File: src/rtl/id_ex_stage_pkg.sv
// Shared MIPS decode definitions: opcode constants, ALU operation encodings and the
// control bundle produced by the main decoder.
package id_ex_stage_pkg;

    localparam logic [5:0] OP_RTYPE = 6'h00;
    localparam logic [5:0] OP_LW    = 6'h23;
    localparam logic [5:0] OP_SW    = 6'h2B;
    localparam logic [5:0] OP_BEQ   = 6'h04;
    localparam logic [5:0] OP_ADDI  = 6'h08;

    localparam logic [1:0] ALUOP_ADD   = 2'b00;
    localparam logic [1:0] ALUOP_SUB   = 2'b01;
    localparam logic [1:0] ALUOP_FUNCT = 2'b10;

    typedef struct packed {
        logic       regwrite;
        logic       memread;
        logic       memwrite;
        logic       branch;
        logic       alusrc;
        logic [1:0] aluop;
        logic       dst_rd;   // destination is rd rather than rt
        logic       uses_rt;  // rt is a true source operand (matters for load-use)
        logic       illegal;
    } ctrl_t;

endpackage

File: src/rtl/id_ex_stage_main_decoder.sv
// Combinational opcode decoder: maps the 6-bit opcode to raw control signals and
// flags any unsupported opcode as illegal.
module main_decoder
    import id_ex_stage_pkg::*;
(
    input  logic [5:0] op,
    output ctrl_t      ctrl
);

    always_comb begin
        ctrl = '0;
        case (op)
            OP_RTYPE: begin
                ctrl.regwrite = 1'b1;
                ctrl.aluop    = ALUOP_FUNCT;
                ctrl.dst_rd   = 1'b1;
                ctrl.uses_rt  = 1'b1;
            end
            OP_LW: begin
                ctrl.regwrite = 1'b1;
                ctrl.memread  = 1'b1;
                ctrl.alusrc   = 1'b1;
                ctrl.aluop    = ALUOP_ADD;
            end
            OP_SW: begin
                ctrl.memwrite = 1'b1;
                ctrl.alusrc   = 1'b1;
                ctrl.aluop    = ALUOP_ADD;
                ctrl.uses_rt  = 1'b1;
            end
            OP_BEQ: begin
                ctrl.branch  = 1'b1;
                ctrl.aluop   = ALUOP_SUB;
                ctrl.uses_rt = 1'b1;
            end
            OP_ADDI: begin
                ctrl.regwrite = 1'b1;
                ctrl.alusrc   = 1'b1;
                ctrl.aluop    = ALUOP_ADD;
            end
            default: ctrl.illegal = 1'b1;
        endcase
    end

endmodule

File: src/rtl/id_ex_stage.sv
// MIPS decode stage with same-cycle writeback bypass, load-use hazard detection and
// the ID/EX pipeline register feeding execute.
module id_ex_stage
    import id_ex_stage_pkg::*;
#(
    parameter int unsigned DATA_W = 32,
    parameter int unsigned REG_AW = 5
) (
    input  logic              clk,
    input  logic              rst_n,
    input  logic              if_valid,
    input  logic [31:0]       if_instr,
    input  logic [DATA_W-1:0] if_pc4,
    input  logic              ex_flush,
    output logic [REG_AW-1:0] ra1,
    output logic [REG_AW-1:0] ra2,
    input  logic [DATA_W-1:0] rd1,
    input  logic [DATA_W-1:0] rd2,
    input  logic              wb_regwrite,
    input  logic [REG_AW-1:0] wb_wa,
    input  logic [DATA_W-1:0] wb_wd,
    output logic              stall,
    output logic              ex_valid,
    output logic [DATA_W-1:0] ex_pc4,
    output logic [DATA_W-1:0] ex_a,
    output logic [DATA_W-1:0] ex_b,
    output logic [DATA_W-1:0] ex_imm,
    output logic [REG_AW-1:0] ex_rs,
    output logic [REG_AW-1:0] ex_rt,
    output logic [REG_AW-1:0] ex_dst,
    output logic [5:0]        ex_funct,
    output logic [1:0]        ex_aluop,
    output logic              ex_alusrc,
    output logic              ex_regwrite,
    output logic              ex_memread,
    output logic              ex_memwrite,
    output logic              ex_branch,
    output logic              ex_illegal
);

    logic [5:0]        op;
    logic [REG_AW-1:0] rs, rt, rd, dec_dst;
    logic [DATA_W-1:0] opa, opb, imm_ext;
    ctrl_t             ctrl;
    logic              bubble;

    assign op      = if_instr[31:26];
    assign rs      = if_instr[25:21];
    assign rt      = if_instr[20:16];
    assign rd      = if_instr[15:11];
    assign imm_ext = {{(DATA_W-16){if_instr[15]}}, if_instr[15:0]};
    assign ra1     = rs;
    assign ra2     = rt;

    main_decoder u_main_decoder (
        .op   (op),
        .ctrl (ctrl)
    );

    assign dec_dst = ctrl.dst_rd ? rd : rt;

    // register_file commits on the same edge we sample, so forward the WB value.
    always_comb begin
        opa = rd1;
        opb = rd2;
        if (rs == '0) begin
            opa = '0;
        end else if (wb_regwrite && wb_wa == rs) begin
            opa = wb_wd;
        end
        if (rt == '0) begin
            opb = '0;
        end else if (wb_regwrite && wb_wa == rt) begin
            opb = wb_wd;
        end
    end

    always_comb begin
        stall = 1'b0;
        if (!ex_flush && if_valid && ex_valid && ex_memread && ex_dst != '0) begin
            stall = (ex_dst == rs) || (ctrl.uses_rt && ex_dst == rt);
        end
    end

    assign bubble = ex_flush | stall;

    always_ff @(posedge clk or negedge rst_n) begin
        if (!rst_n) begin
            ex_valid    <= 1'b0;
            ex_aluop    <= '0;
            ex_alusrc   <= 1'b0;
            ex_regwrite <= 1'b0;
            ex_memread  <= 1'b0;
            ex_memwrite <= 1'b0;
            ex_branch   <= 1'b0;
            ex_illegal  <= 1'b0;
        end else if (bubble) begin
            ex_valid    <= 1'b0;
            ex_aluop    <= '0;
            ex_alusrc   <= 1'b0;
            ex_regwrite <= 1'b0;
            ex_memread  <= 1'b0;
            ex_memwrite <= 1'b0;
            ex_branch   <= 1'b0;
            ex_illegal  <= 1'b0;
        end else begin
            ex_valid    <= if_valid;
            ex_aluop    <= if_valid ? ctrl.aluop : '0;
            ex_alusrc   <= if_valid & ctrl.alusrc;
            ex_regwrite <= if_valid & ctrl.regwrite & (dec_dst != '0);
            ex_memread  <= if_valid & ctrl.memread;
            ex_memwrite <= if_valid & ctrl.memwrite;
            ex_branch   <= if_valid & ctrl.branch;
            ex_illegal  <= if_valid & ctrl.illegal;
        end
    end

    // Data fields simply hold across a bubble.
    always_ff @(posedge clk or negedge rst_n) begin
        if (!rst_n) begin
            ex_pc4   <= '0;
            ex_a     <= '0;
            ex_b     <= '0;
            ex_imm   <= '0;
            ex_rs    <= '0;
            ex_rt    <= '0;
            ex_dst   <= '0;
            ex_funct <= '0;
        end else if (!bubble) begin
            ex_pc4   <= if_pc4;
            ex_a     <= opa;
            ex_b     <= opb;
            ex_imm   <= imm_ext;
            ex_rs    <= rs;
            ex_rt    <= rt;
            ex_dst   <= dec_dst;
            ex_funct <= if_instr[5:0];
        end
    end

endmodule
File: config.mk
export PLATFORM = sky130hd
export DESIGN_NAME = id_ex_stage
export DESIGN_NICKNAME = d
export VERILOG_FILES = /design/src/rtl/id_ex_stage_pkg.sv /design/src/rtl/id_ex_stage_main_decoder.sv /design/src/rtl/id_ex_stage.sv
export SDC_FILE = /design/constraint.sdc
export NUM_CORES = 1
export LEC_CHECK = 0
export ABC_AREA = 0
export BUFFER_PORTS_ARGS = -buffer_cell sky130_fd_sc_hd__buf_4
export CELL_PAD_IN_SITES_DETAIL_PLACEMENT = 0
export CELL_PAD_IN_SITES_GLOBAL_PLACEMENT = 1
export CORE_MARGIN = 2
export CORE_UTILIZATION = 34
export CTS_CLUSTER_DIAMETER = 50
export DETAILED_ROUTE_END_ITERATION = 8
export PLACE_DENSITY = 0.77
export SLEW_MARGIN = 20
export SYNTH_ARGS = -nofsm -noshare
export SYNTH_HDL_FRONTEND = slang
export SYNTH_SLANG_ARGS = --single-unit
File: constraint.sdc
create_clock -name clk -period 3 [get_ports clk]
set_clock_uncertainty 0.1 [all_clocks]
set_input_delay 0.3 -clock clk [delete_from_list [all_inputs] [get_ports clk]]
set_output_delay 0.3 -clock clk [all_outputs]
set_load 0.05 [all_outputs]
==> results.py <==
metrics = {
    "route": {
        "drc": 0,
        "drt-met1-wl_mm": 8.96,
        "wl_met2_mm": 10.6,
        "wl_per_cell_um": 18.6,
        "topRoutingLayerUsed": "met4",
        "firstDrtPassIters": 4,
        "via_per_inst": 4.87,
        "routed_wl_mm": 21.4,
        "wl_met3_mm": 1.12,
        "drtIter0Drc": 324,
        "ant_nets": 0,
        "vias": 5608,
    },
    "sta": {
        "holdWs_ns": 0.0185,
        "fin_crit_sh_pct": 93.3,
        "setup_viol": 0,
        "layout_setup_ws_ns": 0.200,
        "finalMaxSlewViolations": 0,
        "rsz0062_at_grt": "false",
        "period_needed_ns": 2.80,
        "max_freq_mhz": 357,
        "slew_headroom_pct": 56.4,
        "setup_tns_ns": 0,
        "tightest_slew_ns": 0.654,
        "hold_viol": 0,
    },
    "final_layout": {
        "multi_input_area_um2": 2720,
        "area.sequential_um2": 3400,
        "nets": 1049,
        "drive_gt1_share_pct": 50.8,
        "area.growth.synth_to_final_pct": 54.3,
        "diodes": 0,
        "fill_cells": 1686,
    },
    "clocking": {
        "clockBufferDepth": 2,
        "clkTransAtPathRegs_ns": 0.06,
        "cts_num_sinks": 136,
        "htree_num_levels": 4,
        "post-cts-setup-buffer-count": 0,
        "root_buffer": "clkbuf_16",
        "cts_buffers": 17,
        "cts_tree": "yes",
        "clkLatencyLatePin_ns": 0.41,
    },
    "placed_design": {
        "portBuffers": 338,
        "hpwl_mm": 15.0,
        "gp_congestion": 0.769,
        "pre_cts_slack_ns": 0.404,
    },
    "die": {
        "start_util_pct": 34.8,
        "fp.dieH_um": 143,
        "die_area_um2": 20400,
        "ios": 339,
        "core_um2": 18800,
        "die_w_um": 143,
        "row_count": 50,
    },
    "yosys": {
        "avgSynthCellArea_um2": 12.0,
        "yosysTopAreaCell": "dfrtp_1",
        "synth_top_family_by_area": "multiplexers",
        "synth_cell_types": 31,
        "yosys.area_share.adder_pct": 0,
        "synth_fp_nets": 715,
        "synthCells": 545,
        "synthTopCellsByArea": "dfrtp_1, mux2i_1, mux2_2",
        "synthMuxAreaShare_pct": 20.5,
        "synth_area_um2": 6560,
        "netlist.area_leader.share_pct": 51.9,
        "synth_warnings": 0,
        "yosysSeqAreaShare_pct": 51.9,
        "synth-compound-area-share_pct": 14.0,
        "synth-simple-area-share_pct": 3.74,
        "ys_ff_latch": 136,
        "synthXorXnorAreaFrac_pct": 2.67,
    },
    "hold_path": {
        "hold_end": "ex_pc4[23]$_DFFE_PN0N_",
        "min_path_cells": 2,
        "hold_path_class": "in2reg",
        "hold_start": "if_pc4[23]",
    },
    "power": {
        "ir_worst_vdd_mv": 0.372,
        "powerDensity_nw_per_um2": 589,
        "total_power_mw": 5.96,
        "leakagePower_nw": 4.63,
    },
    "grt": {
        "grt_pass1_wl_mm": 32.5,
        "grt_max_degree": 70,
        "grt_pass1_vias": 5905,
        "track_usage_pct": 20.6,
        "grt_overflow_total": 0,
        "antenna_found_initial": 0,
    },
    "setup_path": {
        "rr_startpoint": "ex_dst[1]$_DFFE_PN0N_",
        "endpoint_kind": "output port",
        "crit_path_start_kind": "flop",
        "crit_start": "ex_dst[1]$_DFFE_PN0N_",
        "rrSetupSlack_ns": 0.53,
        "crit_type": "reg2out",
        "r2r-end": "ex_memwrite$_DFF_PN0_",
        "worstPathRequired_ns": 2.60,
        "worstPathArrival_ns": 2.40,
        "critPathMaxFanout": 42,
        "reg2reg_depth": 5,
    },
    "outcome": {
        "outcome": "completed",
    },
    "run": {
        "maxCapViolCount": 0,
    },
}
==> cell families after synthesis <==
family	count (synthesis)
xor+xnor	20
buf+inv	76
simple gates	41
flops	136
mux	127
compound gates	145
==> how the worst max path moves through the flow <==
| stage | to | slack (ns) | depth (start not counted) |
|---|---|---|---|
| global placement | stall | 0.40 | 8 |
| finish | stall | 0.20 | 7 |
| global route | stall | 0.03 | 7 |
| CTS | stall | 0.11 | 7 |
| detailed placement | stall | 0.40 | 8 |
| floorplan | stall | 0.08 | 6 |
==> registers in the layout (all words and copies together), names as in the netlist <==
name and flops:
ex_a 32, ex_b 32, ex_pc4 32, ex_imm 16, ex_dst 5, ex_rs 5, ex_rt 5, ex_aluop 2
ex_alusrc 1, ex_branch 1, ex_illegal 1, ex_memread 1, ex_memwrite 1, ex_regwrite 1, ex_valid 1
==> Yosys cell counts (all sizes together) <==
library cell and n:
and4 3, nor2 10, o41ai 1, o21ai 75
nor4b 2, o21a 2, nand3 1, nor3 2
a31oi 1, inv 2, nand2 5, xor2 10
nor4 4, or2 1, o211ai 1, clkbuf 25
o31ai 64, or4 4, nand4 1, xnor2 10
mux2 58, buf 49, dfrtp 136, mux2i 69
and3 8, o22ai 1
==> routing by layer <==
layer,up-vias,track usage (%)
met5,-,0
met3,38,5.06
li1,2641,-
met4,0,8.18
met2,191,34.3
met1,2738,25.8
==> placed cells by master, fill, tap and decap left out, drive strengths merged <==
cell         synthesis  routed
xnor2               10      10
o21a                 2       2
buf                 49     354
nor3                 2       2
clkinvlp             0       1
and3                 8       8
dfrtp              136     136
nand4                1       1
mux2i               69      69
mux2                58      58
o21ai               75      75
inv                  2       4
o22ai                1       1
nand2                5       5
a31oi                1       1
o31ai               64      64
nor4                 4       4
o211ai               1       1
nor4b                2       2
clkbuf              25      22
or2                  1       1
xor2                10      10
bufinv               0       2
nand3                1       1
and4                 3       3
nor2                10      10
dlygate4sd3          0      35
or4                  4       4
clkinv               0       5
o41ai                1       1
==> power breakdown <==
| part | switching, mW | total (mW) | internal, mW |
|---|---|---|---|
| registers | 0.105 | 2.11 | 2.01 |
| clock network | 0.816 | 2.11 | 1.29 |
| logic | 1.13 | 1.74 | 0.615 |
==> critical path: stages (launching register included) <==
cell and delay (ns):
dfrtp_1 0.44, or4_1 0.56, o21ai_2 0.27, nor4b_4 0.11, buf_6 0.21, nor2_1 0.13, nor2_1 0.07, buf_4 0.19
==> cell type report <==
| cell class | count | area share, % |
|---|---|---|
| multi-input cells | 333 | 26.8 |
| well taps | 260 | 3.21 |
| clock buffers | 22 | 4.69 |
| flip-flops and latches | 136 | 33.6 |
| repair buffers | 389 | 30.4 |
| inverters | 2 | 0.0742 |
| clock inverters | 10 | 1.16 |
==> repair_timing <==
| action | CTS | global route |
|---|---|---|
| hold buffers | 33 | 2 |
| endpoints found under the setup margin | 0 | 1 |
| endpoints found under the hold margin | 66 | 2 |
| gates resized for setup | 0 | 1 |
==> stage by stage <==
step / util (%) / area [um2] / cells
2_1_floorplan: - / 6560 / 545
3_3_place_gp: 48.7 / 9180 / 1085
3_5_place_dp: 48.7 / 9180 / 1085
4_1_cts: 53.6 / 10100 / 1150
5_1_grt: 53.7 / 10100 / 1152
6_report: 53.7 / 10100 / 1152
(Power assumes the default switching activity.)
